[src/rtl/rom_scan_reader.sv]
// rom_scan_reader: raster-scans one ROM image segment per start pulse and
// streams the returned pixels (with sof/eol/eof tags) over valid/ready.
// ROM latency is absorbed by a tag pipeline, and the output FIFO is
// protected by a credit rule (occupancy + in-flight < FIFO_DEPTH).
// Optional build macro ROM_SCAN_ONES_COUNT_EN adds the ones_count port,
// which counts handed-off non-zero pixels per frame.
module rom_scan_reader #(
  parameter int unsigned IMG_W      = 160,
  parameter int unsigned IMG_H      = 120,
  parameter int unsigned PIXEL_W    = 1,
  parameter int unsigned READ_LAT   = 0,
  parameter int unsigned FIFO_DEPTH = 4
) (
  input  logic               CLK,
  input  logic               RST,
  input  logic               start,
  input  logic [2:0]         seg_sel,
  output logic               busy,
  output logic               done,
  output logic [7:0]         rom_yoff,
  output logic [7:0]         rom_xoff,
  output logic [2:0]         rom_select,
  input  logic [PIXEL_W-1:0] rom_pixel,
  output logic               pix_valid,
  input  logic               pix_ready,
  output logic [PIXEL_W-1:0] pix_data,
  output logic               pix_sof,
  output logic               pix_eol,
  output logic               pix_eof
`ifdef ROM_SCAN_ONES_COUNT_EN
  ,
  output logic [15:0]        ones_count
`endif
);

  localparam int unsigned AW = (FIFO_DEPTH > 1) ? $clog2(FIFO_DEPTH) : 1;
  localparam int unsigned CW = $clog2(FIFO_DEPTH + READ_LAT + 1) + 1;
  localparam logic [7:0]  X_LAST = 8'(IMG_W - 1);
  localparam logic [7:0]  Y_LAST = 8'(IMG_H - 1);

  typedef enum logic [1:0] {
    S_IDLE,
    S_SCAN,
    S_DRAIN,
    S_DONE
  } state_t;

  typedef struct packed {
    logic sof;
    logic eol;
    logic eof;
  } tag_t;

  typedef struct packed {
    logic [PIXEL_W-1:0] data;
    tag_t               tag;
  } entry_t;

  state_t          state;
  state_t          state_nx;

  logic            accept;
  logic            issue;
  logic            last_addr;
  tag_t            issue_tag;

  logic            push;
  tag_t            push_tag;
  logic            pop;
  logic [CW-1:0]   in_flight;
  logic [CW-1:0]   occ;

  entry_t          mem [FIFO_DEPTH];
  entry_t          head;
  logic [AW-1:0]   wr_ptr;
  logic [AW-1:0]   rd_ptr;

  function automatic logic [AW-1:0] ptr_next(input logic [AW-1:0] p);
    return (p == AW'(FIFO_DEPTH - 1)) ? '0 : p + AW'(1);
  endfunction

  // Address-side decode: tags of the address currently presented to the ROM.
  always_comb begin
    last_addr     = (rom_xoff == X_LAST) && (rom_yoff == Y_LAST);
    issue_tag.sof = (rom_xoff == 8'd0) && (rom_yoff == 8'd0);
    issue_tag.eol = (rom_xoff == X_LAST);
    issue_tag.eof = (rom_xoff == X_LAST) && (rom_yoff == Y_LAST);
  end

  // FSM state register.
  always_ff @(posedge CLK) begin
    if (RST) begin
      state <= S_IDLE;
    end else begin
      state <= state_nx;
    end
  end

  // FSM next state, credit-gated issue and status outputs.
  always_comb begin
    state_nx = state;
    accept   = 1'b0;
    issue    = 1'b0;
    busy     = 1'b0;
    done     = 1'b0;
    unique case (state)
      S_IDLE: begin
        if (start) begin
          accept   = 1'b1;
          state_nx = S_SCAN;
        end
      end
      S_SCAN: begin
        busy  = 1'b1;
        issue = ((occ + in_flight) < CW'(FIFO_DEPTH));
        if (issue && last_addr) begin
          state_nx = S_DRAIN;
        end
      end
      S_DRAIN: begin
        busy = 1'b1;
        // Leave as the final entry is popped so done lands one cycle after it.
        if ((in_flight == '0) && ((occ == '0) || ((occ == CW'(1)) && pop))) begin
          state_nx = S_DONE;
        end
      end
      S_DONE: begin
        done     = 1'b1;
        state_nx = S_IDLE;
      end
      default: state_nx = S_IDLE;
    endcase
  end

  // ROM address generator: raster order, holds when no issue occurs.
  always_ff @(posedge CLK) begin
    if (RST) begin
      rom_xoff   <= '0;
      rom_yoff   <= '0;
      rom_select <= '0;
    end else if (accept) begin
      rom_xoff   <= '0;
      rom_yoff   <= '0;
      rom_select <= seg_sel;
    end else if (issue && !last_addr) begin
      if (rom_xoff == X_LAST) begin
        rom_xoff <= '0;
        rom_yoff <= rom_yoff + 8'd1;
      end else begin
        rom_xoff <= rom_xoff + 8'd1;
      end
    end
  end

  generate
    if (READ_LAT == 0) begin : g_comb_rom
      assign push      = issue;
      assign push_tag  = issue_tag;
      assign in_flight = '0;
    end else begin : g_pipe_rom
      logic pv [READ_LAT];
      tag_t pt [READ_LAT];

      // Valid/tag shift register matching the ROM read latency.
      always_ff @(posedge CLK) begin
        if (RST) begin
          for (int unsigned i = 0; i < READ_LAT; i++) begin
            pv[i] <= 1'b0;
          end
        end else begin
          pv[0] <= issue;
          for (int unsigned i = 1; i < READ_LAT; i++) begin
            pv[i] <= pv[i-1];
          end
        end
        pt[0] <= issue_tag;
        for (int unsigned i = 1; i < READ_LAT; i++) begin
          pt[i] <= pt[i-1];
        end
      end

      // Reads issued but not yet pushed into the FIFO.
      always_comb begin
        in_flight = '0;
        for (int unsigned i = 0; i < READ_LAT; i++) begin
          in_flight = in_flight + CW'(pv[i]);
        end
      end

      assign push     = pv[READ_LAT-1];
      assign push_tag = pt[READ_LAT-1];
    end
  endgenerate

  assign pop = pix_valid && pix_ready;

  // FIFO storage; ROM data is captured in the cycle its tags leave the pipe.
  always_ff @(posedge CLK) begin
    if (push) begin
      mem[wr_ptr] <= {rom_pixel, push_tag};
    end
  end

  // FIFO pointers and occupancy.
  always_ff @(posedge CLK) begin
    if (RST) begin
      wr_ptr <= '0;
      rd_ptr <= '0;
      occ    <= '0;
    end else begin
      if (push) begin
        wr_ptr <= ptr_next(wr_ptr);
      end
      if (pop) begin
        rd_ptr <= ptr_next(rd_ptr);
      end
      unique case ({push, pop})
        2'b10:   occ <= occ + CW'(1);
        2'b01:   occ <= occ - CW'(1);
        default: occ <= occ;
      endcase
    end
  end

  assign head = mem[rd_ptr];

  // Stream outputs, forced to zero while the FIFO is empty.
  always_comb begin
    pix_valid = (occ != '0);
    pix_data  = '0;
    pix_sof   = 1'b0;
    pix_eol   = 1'b0;
    pix_eof   = 1'b0;
    if (pix_valid) begin
      pix_data = head.data;
      pix_sof  = head.tag.sof;
      pix_eol  = head.tag.eol;
      pix_eof  = head.tag.eof;
    end
  end

`ifdef ROM_SCAN_ONES_COUNT_EN
  // Saturating count of non-zero pixels handed off in the current frame.
  always_ff @(posedge CLK) begin
    if (RST || accept) begin
      ones_count <= '0;
    end else if (pop && (pix_data != '0) && (ones_count != 16'hFFFF)) begin
      ones_count <= ones_count + 16'd1;
    end
  end
`endif

endmodule

[config.mk]
export PLATFORM = sky130hd
export DESIGN_NAME = rom_scan_reader
export DESIGN_NICKNAME = d
export VERILOG_FILES = /design/src/rtl/rom_scan_reader.sv
export SDC_FILE = /design/constraint.sdc
export NUM_CORES = 1
export LEC_CHECK = 0
export CORE_ASPECT_RATIO = 1.1
export CORE_MARGIN = 4
export CORE_UTILIZATION = 58
export DETAILED_ROUTE_END_ITERATION = 8
export MAX_ROUTING_LAYER = met4
export PLACE_DENSITY_LB_ADDON = 0.2
export SLEW_MARGIN = 20
export SYNTH_ARGS = -nofsm -noshare
export SYNTH_HDL_FRONTEND = slang
export SYNTH_SLANG_ARGS = --single-unit
[constraint.sdc]
create_clock -name CLK -period 5.45 [get_ports CLK]
set_clock_uncertainty 0.1 [all_clocks]
set_input_delay 0.8175 -clock CLK [delete_from_list [all_inputs] [get_ports CLK]]
set_output_delay 0.8175 -clock CLK [all_outputs]
set_load 0.01 [all_outputs]
==> flow_summary.json <==
{
  "overflow": 0,
  "ys_ff_latch": 47,
  "place_inst": 306,
  "antenna_cells": 0,
  "timing.hold.ws_ns": 0.3633,
  "synthesis.area_um2": 2372,
  "synth-edff-count": 16,
  "crit_arrival_ns": 2.22,
  "io_buffers": 33,
  "async_flop_share_pct": 0,
  "io_pins": 34,
  "antenna_left": 0,
  "drv_slew": 0,
  "syn_avg_cell_area_um2": 10.50,
  "drcViolationCount": 0,
  "num_vias": 1815,
  "yosysUniqueCellTypes": 48,
  "cts_sinks": 47,
  "cts_setup_buffers": 0,
  "cts_tree": "done",
  "dieArea_um2": 5178,
  "maxCapViolations": 0,
  "total_leakage_power_nw": 0.9888,
  "tightestPinTransition_ns": 0.7763,
  "yosysTopAreaCellShare_pct": 26.16,
  "clk_latency_ns": 0.29,
  "cts_hold_buf": 0,
  "cts_buffers": 5,
  "clk_pin_slew_worst_paths_ns": 0.08,
  "finalWirelength_um": 4671,
  "die_y_um": 75.08,
  "finalSetupViolCount": 0,
  "clk_root_buffer_cell": "clkbuf_8",
  "ys.flop_type": "dfxtp_1",
  "min_period_ns": 3.135,
  "grt_max_degree": 18,
  "powerDensity_nw_per_um2": 375.3,
  "slew-limit-headroom_pct": 48.13,
  "dr.pass1.iters": 4,
  "r2r_slack_ns": 2.68,
  "cp-end-kind": "output pin",
  "antenna_found_initial": 0,
  "htree_levels": 2,
  "initial_core_util_pct": 59.85,
  "stdcell_count": 314,
  "yosysWarningCount": 0,
  "gp_congestion": 0.7904,
  "critPathLaunchType": "flip-flop",
  "nets": 286,
  "crit_required_ns": 4.53,
  "grt_pass1_wl_um": 8024,
  "r2r_end": "occ[2]",
  "ys_seq_area_share_pct": 46.41,
  "worstSetupPathType": "reg -> out",
  "finalHoldViolations": 0,
  "outcome": "finished, final reports clean",
  "rsz0062_at_grt": "no",
  "reg2reg_from": "state[1]",
  "synth.largest_area_cell": "dfxtp_1",
  "syn_nets": 251,
  "drive_above_1_share_pct": 9.160,
  "peakVddDrop_mv": 0.3616,
  "cts_buffer_depth": 2,
  "post_cts_resize_count": 0,
  "max_freq_ghz": 0.3190,
  "die_w_um": 68.98,
  "area_growth_pct": 19.36,
  "avgRoutedWirePerCell_um": 14.88,
  "first_global_vias": 1721,
  "track_usage_pct": 21.55,
  "endpoint": "pix_valid",
  "synthCells": 226,
  "r2r_cells": 7,
  "finalCritPeriodShare_pct": 57.51,
  "drt_iter0_markers": 94,
  "fin_util_pct": 71.43,
  "hpwl_um": 3402,
  "coreArea_um2": 3964,
  "viasPerCell": 5.780,
  "tns_ns": 0,
  "cp_max_fo": 6,
  "rows": 24,
  "synth_area_leaders": "dfxtp_1 (26%), edfxtp_1 (20%), ha_1 (9.0%)",
  "hold_path.class": "reg -> reg",
  "crit_path_start": "occ[0]"
}
==> layout by cell type, fill, tap and decap left out, types with 5 or more instances in the layout <==
master / n
nand3_1: 10
edfxtp_1: 16
or4_1: 5
dfxtp_1: 31
a21oi_1: 21
o21ai_0: 9
clkdlybuf4s50_1: 33
ha_1: 17
or3_1: 6
nor2_1: 11
nand2b_1: 5
clkbuf_8: 6
nand2_1: 11
xor2_1: 5
inv_1: 17
nand4_1: 7
==> cell type report <==
type	count	area, um2
fillers	316	1132
well taps	52	65.06
repair buffers	34	337.8
inverters	17	63.81
multi-input cells	156	1165
flip-flops and latches	47	1101
clock inverters	2	16.27
clock buffers	6	82.58
==> cell usage after synthesis (all sizes together), types with 7 or more instances <==
master	instances
nand2	11
nand4	8
ha	17
dfxtp	31
or3	7
a21oi	21
edfxtp	16
o21ai	9
nor2	11
nand3	10
inv	17
==> routing by layer <==
metal	vias up	global-route usage, %	share of wire, %
li1	905	-	-
met2	45	35.70	51
met5	-	-	0
met3	6	4.776	3.6
met4	0	6.926	0.98
met1	859	25.95	44
==> worst max-delay path, stage by stage, from the launching register on <==
cell and delay, ns:
dfxtp_1 0.37, inv_1 0.08, ha_1 0.18, nor3b_1 0.66, inv_1 0.12, clkdlybuf4s50_1 0.51
==> power breakdown <==
part	total, mW	leakage [nW]	switching (mW)	internal [mW]
clock network	0.217	0.0474	0.114	0.104
registers	0.458	0.390	0.0444	0.413
logic	0.388	0.551	0.197	0.191
==> worst min-delay path by stage <==
stage                             start  slack [ns]  depth (start not counted)             to
after floorplan               rd_ptr[1]        0.35                          2      flip-flop
after global placement    rom_select[1]        0.34                          2  rom_select[1]
after detailed placement  rom_select[2]        0.35                          2  rom_select[2]
after CTS                 rom_select[2]        0.36                          2  rom_select[2]
after global routing      rom_select[0]        0.40                          2  rom_select[0]
final                     rom_select[2]        0.36                          2  rom_select[2]
==> cell families after synthesis <==
| logic type | count (synthesis) | synth area share (%) |
|---|---|---|
| simple gates | 84 | 22.42 |
| compound gates | 42 | 10.44 |
| fa+ha+maj | 17 | 8.966 |
| mux | 7 | 5.063 |
| buf+inv | 23 | 4.483 |
| flops | 47 | 46.41 |
| xor+xnor | 6 | 2.215 |
==> registers in the layout (all words and copies together) (netlist names), named ones only <==
name,count
mem,16
rom_xoff,8
rom_yoff,8
occ,4
rom_select,3
rd_ptr,2
state,2
wr_ptr,2
==> through the flow <==
step | setup slack, ns | total power [mW] | cell area (um2)
floorplan | 2.956 | 0.7215 | 2372
global placement | 2.575 | 0.8462 | 2733
detailed placement | 2.529 | 0.8567 | 2733
CTS | 2.245 | 1.074 | 2831
global route | 2.042 | 1.139 | 2831
finish | 2.315 | 1.063 | 2831
(Power assumes the default switching activity.)
==> RTL change 1: new RTL, config.mk and constraints unchanged <==
The 4 states of `state_t` get a one-hot encoding in 4 bits.
--- a/src/rtl/rom_scan_reader.sv
+++ b/src/rtl/rom_scan_reader.sv
@@ -40,7 +40,7 @@
 
-  typedef enum logic [1:0] {
-    S_IDLE,
-    S_SCAN,
-    S_DRAIN,
-    S_DONE
+  typedef enum logic [3:0] {
+    S_IDLE  = 4'b0001,
+    S_SCAN  = 4'b0010,
+    S_DRAIN = 4'b0100,
+    S_DONE  = 4'b1000
   } state_t;
Check against the original RTL: no difference found for any inputs over 10 cycles, from zero or initial values and one cycle with RST high; not proved beyond that.
==> RTL change 1 against the original RTL <==
  * Area after synthesis about the same
  * Final area up 0.35%
  * Setup slack better by 110 ps
  * Via count up 1.5%
  * Synthesized cell count up 2.2%
  * Routed wire length up 2.9%
  * Power down 18%
  * First-iteration DRC count up 43%
  * Sequential cell count up 2
==> RTL change 1: results (changes against the original RTL) <==
| Metric | Value |
|---|---|
| Crit path capture | `pix_eof` |
| Tcrit/Tclk final | `55.58% (-1.9 points)` |
| Seq/Total Area, Yosys | `48.13% (+1.7 points)` |
| Largest net degree at the start of global routing | `16 (-2)` |
| Top cells by area, synth | `dfxtp_1, edfxtp_1, ha_1, a21oi_1, mux4_2` |
| Global router's overall resource usage | `21.58% (+0.026 points)` |
| Slowest-stage cell, CP | `or3b_2` |
| R2R Path Start | `occ[0]` |
| Sw frac | `28.59% (-4.8 points)` |
| Clock transition at the registers of the reported paths | `90 ps` |
| Sequential share of power | `47.8% (+4.7 points)` |
| CTS Buffer Depth | `2 (unchanged)` |
| Layout cells sized above 1 | `8.647% (-0.51 points)` |
| Top delay family on crit path | `simple AND/OR/NAND/NOR gates` |
| Synthesized netlist cell count | `231 (+2.2%)` |
| Power Sequential | `0.419 mW (-8.5%)` |
| Hold Crit Class | `reg -> reg` |
| Clk_lat worst skew | `300 ps` |
| Synth-to-Final Area Change | `19.84%` |
| Vias per cell | `5.792 (+0.21%)` |
| Vias in the first global route | `1755 (+2.0%)` |
| P_leak | `0.9688 nW (-2.0%)` |
| Wire length of the first global-routing pass | `8038 um (+0.17%)` |
| CP max stage delay | `530 ps (-130 ps)` |
| Largest regs | `mem: 16 flops, rom_xoff: 8 flops, rom_yoff: 8 flops` |
| Met2 usage | `37.18% (+1.5 points)` |
| Antenna cells | `0 (unchanged)` |
| Initial antenna violation count | `0 (unchanged)` |
| Hpwl dp | `3636 um (+6.9%)` |
| Vias | `1842 (+1.5%)` |
| Total Wirelength | `4808 um (+2.9%)` |
| RePlAce Congestion | `0.8388 (+6.1%)` |
| Critical path fanouts, max | `7 (+1)` |
| R2R Setup Slk | `2840 ps (+160 ps)` |
| Placement-stage cell area | `0.002745 mm^2 (+0.46%)` |
| Status | `finished clean` |
| Placement Setup Slack | `2505 ps (-24.06 ps)` |
| M1 WL | `2059 um (about the same)` |
| Filler cell count | `333 (+5.4%)` |
| Post-synthesis net count | `252 (+0.40%)` |
| Metal3 WL | `158 um (-6.0%)` |
| Critical Path Start | `occ[1]` |
| WP data arrival | `2110 ps (-110 ps)` |
| Synth top cells by count | `dfxtp_1, a21oi_1, edfxtp_1` |
| M3 GR Usage | `4.627% (-0.15 points)` |
| Nets | `286 (unchanged)` |
| CTS root buf | `clkbuf_8` |
| Cell variety after synth | `40 (-17%)` |
| Cts repair resizes | `0 (unchanged)` |
| Peak VDD IR | `0.0001468 V (-59%)` |
| Initial DRC Count | `134 (+43%)` |
| Cell count of the worst reg-to-reg path | `10 (+3)` |
| Number of enable flip-flop cells after synthesis | `16 (unchanged)` |
| Placed cells | `310 (+1.3%)` |
| Worst slew pin tran | `628.1 ps (-148.3 ps)` |
| Reg-to-Reg End | `occ[3]` |
| YS warnings | `0 (unchanged)` |
| Power share of the clock group | `25.3% (+4.9 points)` |
| Met2 routed WL | `2533 um (+5.7%)` |
| GR Util met1 | `25.12% (-0.83 points)` |
-- RTL change 1: layout make-up --
type | instances | area share, %
flip-flops and latches | 49 | 40.16
multi-input cells | 159 | 40.16
well taps | 52 | 2.290
repair buffers | 34 | 11.89
clock buffers | 6 | 2.906
clock inverters | 2 | 0.4844
inverters | 16 | 2.114
-- RTL change 1: worst min-delay path by stage --
stage	depth (start not counted)	slack (ps)	end	from
after floorplan	2	350	flip-flop	rd_ptr[1]
after global placement	2	370	rom_select[0]	rom_select[0]
after detailed placement	2	390	wr_ptr[1]	wr_ptr[1]
after CTS	2	400	wr_ptr[1]	wr_ptr[1]
after global routing	2	420	rd_ptr[1]	rd_ptr[1]
final	2	400	wr_ptr[1]	wr_ptr[1]
-- RTL change 1: cells by family after synthesis --
logic type,synth area share [%]
AND/OR/NAND/NOR,22.01
buffers and inverters,3.746
adder cells (fa/ha/maj),6.860
flip-flops,48.13
XOR/XNOR,1.847
multiplexers,5.488
AO/OA/AOI/OAI,11.93
==> RTL change 2: new RTL, same flow settings <==
Made on the original files. `READ_LAT`: 0 -> 1.
--- a/src/rtl/rom_scan_reader.sv
+++ b/src/rtl/rom_scan_reader.sv
@@ -10,3 +10,3 @@
   parameter int unsigned PIXEL_W    = 1,
-  parameter int unsigned READ_LAT   = 0,
+  parameter int unsigned READ_LAT   = 1,
   parameter int unsigned FIFO_DEPTH = 4
Check against the original RTL: not equivalent (a bounded check fails within 4 cycles, from zero or initial values and one cycle with RST high).
==> RTL change 2 against the original RTL <==
  * Register-to-register slack better by 190 ps
  * Count of clock-buffer cells in the layout fell by 1
  * Critical path type unchanged
  * Die area up 1.5%
  * Area after synthesis up 1.7%
  * Routed wire length shrank 5.4%
  * Largest cell class is now flip-flops and latches
  * Sequential cell count increased by 4
  * Sequential power is 6.8% higher
  * Largest power group unchanged
  * Fmax up 9.6%
  * Critical path depth decreased by 2
  * Power increased by 4.5%
  * Final area is 2.4% higher
  * Setup slack improved by 270 ps
==> RTL change 2: results (changes against the original RTL) <==
| Metric | Value |
|---|---|
| Status | `finished clean` |
| Wire length of the first global-routing pass | `7327 um (-8.7%)` |
| R2R Path Start | `occ[0]` |
| Hpwl dp | `3254 um (-4.3%)` |
| Top cells by area, synth | `dfxtp_1, edfxtp_1, ha_1, xnor2_1, nor2_1` |
| Hold Path Sink | `rom_select[0]` |
| Vias | `1808 (-0.39%)` |
| Headroom to the max-slew limit | `60.01% (+12 points)` |
| Slowest-stage cell, CP | `mux4_2` |
| Reg-to-Reg End | `occ[3]` |
| Synth top cells by count | `dfxtp_1, nor2_1, ha_1` |
| Cell count of the worst reg-to-reg path | `10 (+3)` |
| P_leak | `1.013 nW (+2.4%)` |
| Sw power | `0.3801 mW (+7.1%)` |
| Layout cells sized above 1 | `7.353% (-1.8 points)` |
| Min-delay src | `rom_select[0]` |
| WP data arrival | `1940 ps (-280 ps)` |
| RePlAce Congestion | `0.7900 (about the same)` |
| Post-synthesis net count | `259 (+3.2%)` |
| Peak VDD IR | `0.0002023 V (-44%)` |
| CP max stage delay | `530 ps (-130 ps)` |
| Total Wirelength | `4420 um (-5.4%)` |
| Critical path fanouts, max | `4 (-2)` |
| Initial DRC Count | `129 (+37%)` |
| R2R Setup Slk | `2870 ps (+190 ps)` |
| Placed cells | `316 (+3.3%)` |
| Cell variety after synth | `37 (-23%)` |
| Filler cell count | `313 (-0.95%)` |
| Top delay family on crit path | `multiplexers` |
| Synthesized netlist cell count | `233 (+3.1%)` |
| Nets | `297 (+3.8%)` |
-- RTL change 2: cell types whose count changed after synthesis, sizes merged, moves of 5 or more --
cell   change
nor2      +14
xnor2     +11
nand2      +6
nand4      -6
o21ai      -6
and2       +5
-- RTL change 2: layout make-up --
| cell class | count | area [um^2] | area share [%] |
|---|---|---|---|
| clock inverters | 3 | 23.77 | 0.8197 |
| clock buffers | 5 | 68.82 | 2.373 |
| well taps | 52 | 65.06 | 2.243 |
| repair buffers | 35 | 345.3 | 11.91 |
| flip-flops and latches | 51 | 1181 | 40.72 |
| inverters | 14 | 52.55 | 1.812 |
| multi-input cells | 164 | 1164 | 40.12 |
-- RTL change 2: power groups by stage --
stage	Clock, mW	Sequential [mW]	Combinational [mW]
floorplan	0	0.487	0.265
detailed placement	0	0.498	0.405
finish	0.218	0.489	0.404
global route	0.242	0.497	0.447
CTS	0.222	0.489	0.408
global placement	0	0.495	0.399
-- RTL change 2: per-layer routing --
metal	track usage [%]	wire length (um)	vias to the layer above
met4	5.206	31	0
met2	32.63	2337	44
met5	-	0	-
li1	-	-	909
met1	21.00	1867	851
met3	3.034	183	4
-- RTL change 2: worst reg2reg max path, stage by stage (launching register included) --
cell	delay, ps
dfxtp_1	460
inv_1	70
ha_1	230
nand2_1	190
nand2_1	130
inv_1	70
ha_1	220
or4b_2	600
a21oi_1	200
xnor2_1	130
nor2_1	50
-- RTL change 2: worst max path at each step --
stage | startpoint | end | slack, ps | depth (start not counted)
after floorplan | occ[0] | occ[3] | 3070 | 10
after global placement | pix_ready | occ[3] | 2560 | 8
after detailed placement | pix_ready | occ[3] | 2510 | 8
after CTS | flip-flop | pix_sof | 2550 | 3
after global routing | occ[0] | pix_data | 2460 | 5
final | flip-flop | pix_sof | 2590 | 3
-- RTL change 2: cells by family after synthesis --
group,count (synthesis),synth area share [%]
flops,51,48.96
simple gates,90,19.61
mux,9,5.809
fa+ha+maj,18,9.336
xor+xnor,14,5.083
buf+inv,18,2.801
compound gates,33,8.402
-- RTL change 2: metrics by stage --
| stage | hold WS [ps] | util [%] | instance area, um^2 |
|---|---|---|---|
| finish | 357.1 | 72.62 | 2900 |
| global route | 369.4 | 72.62 | 2900 |
| CTS | 358.7 | 72.62 | 2900 |
| detailed placement | 346.5 | 70.30 | 2808 |
| global placement | 343.5 | 70.30 | 2808 |
| floorplan | 338.3 | - | 2412 |
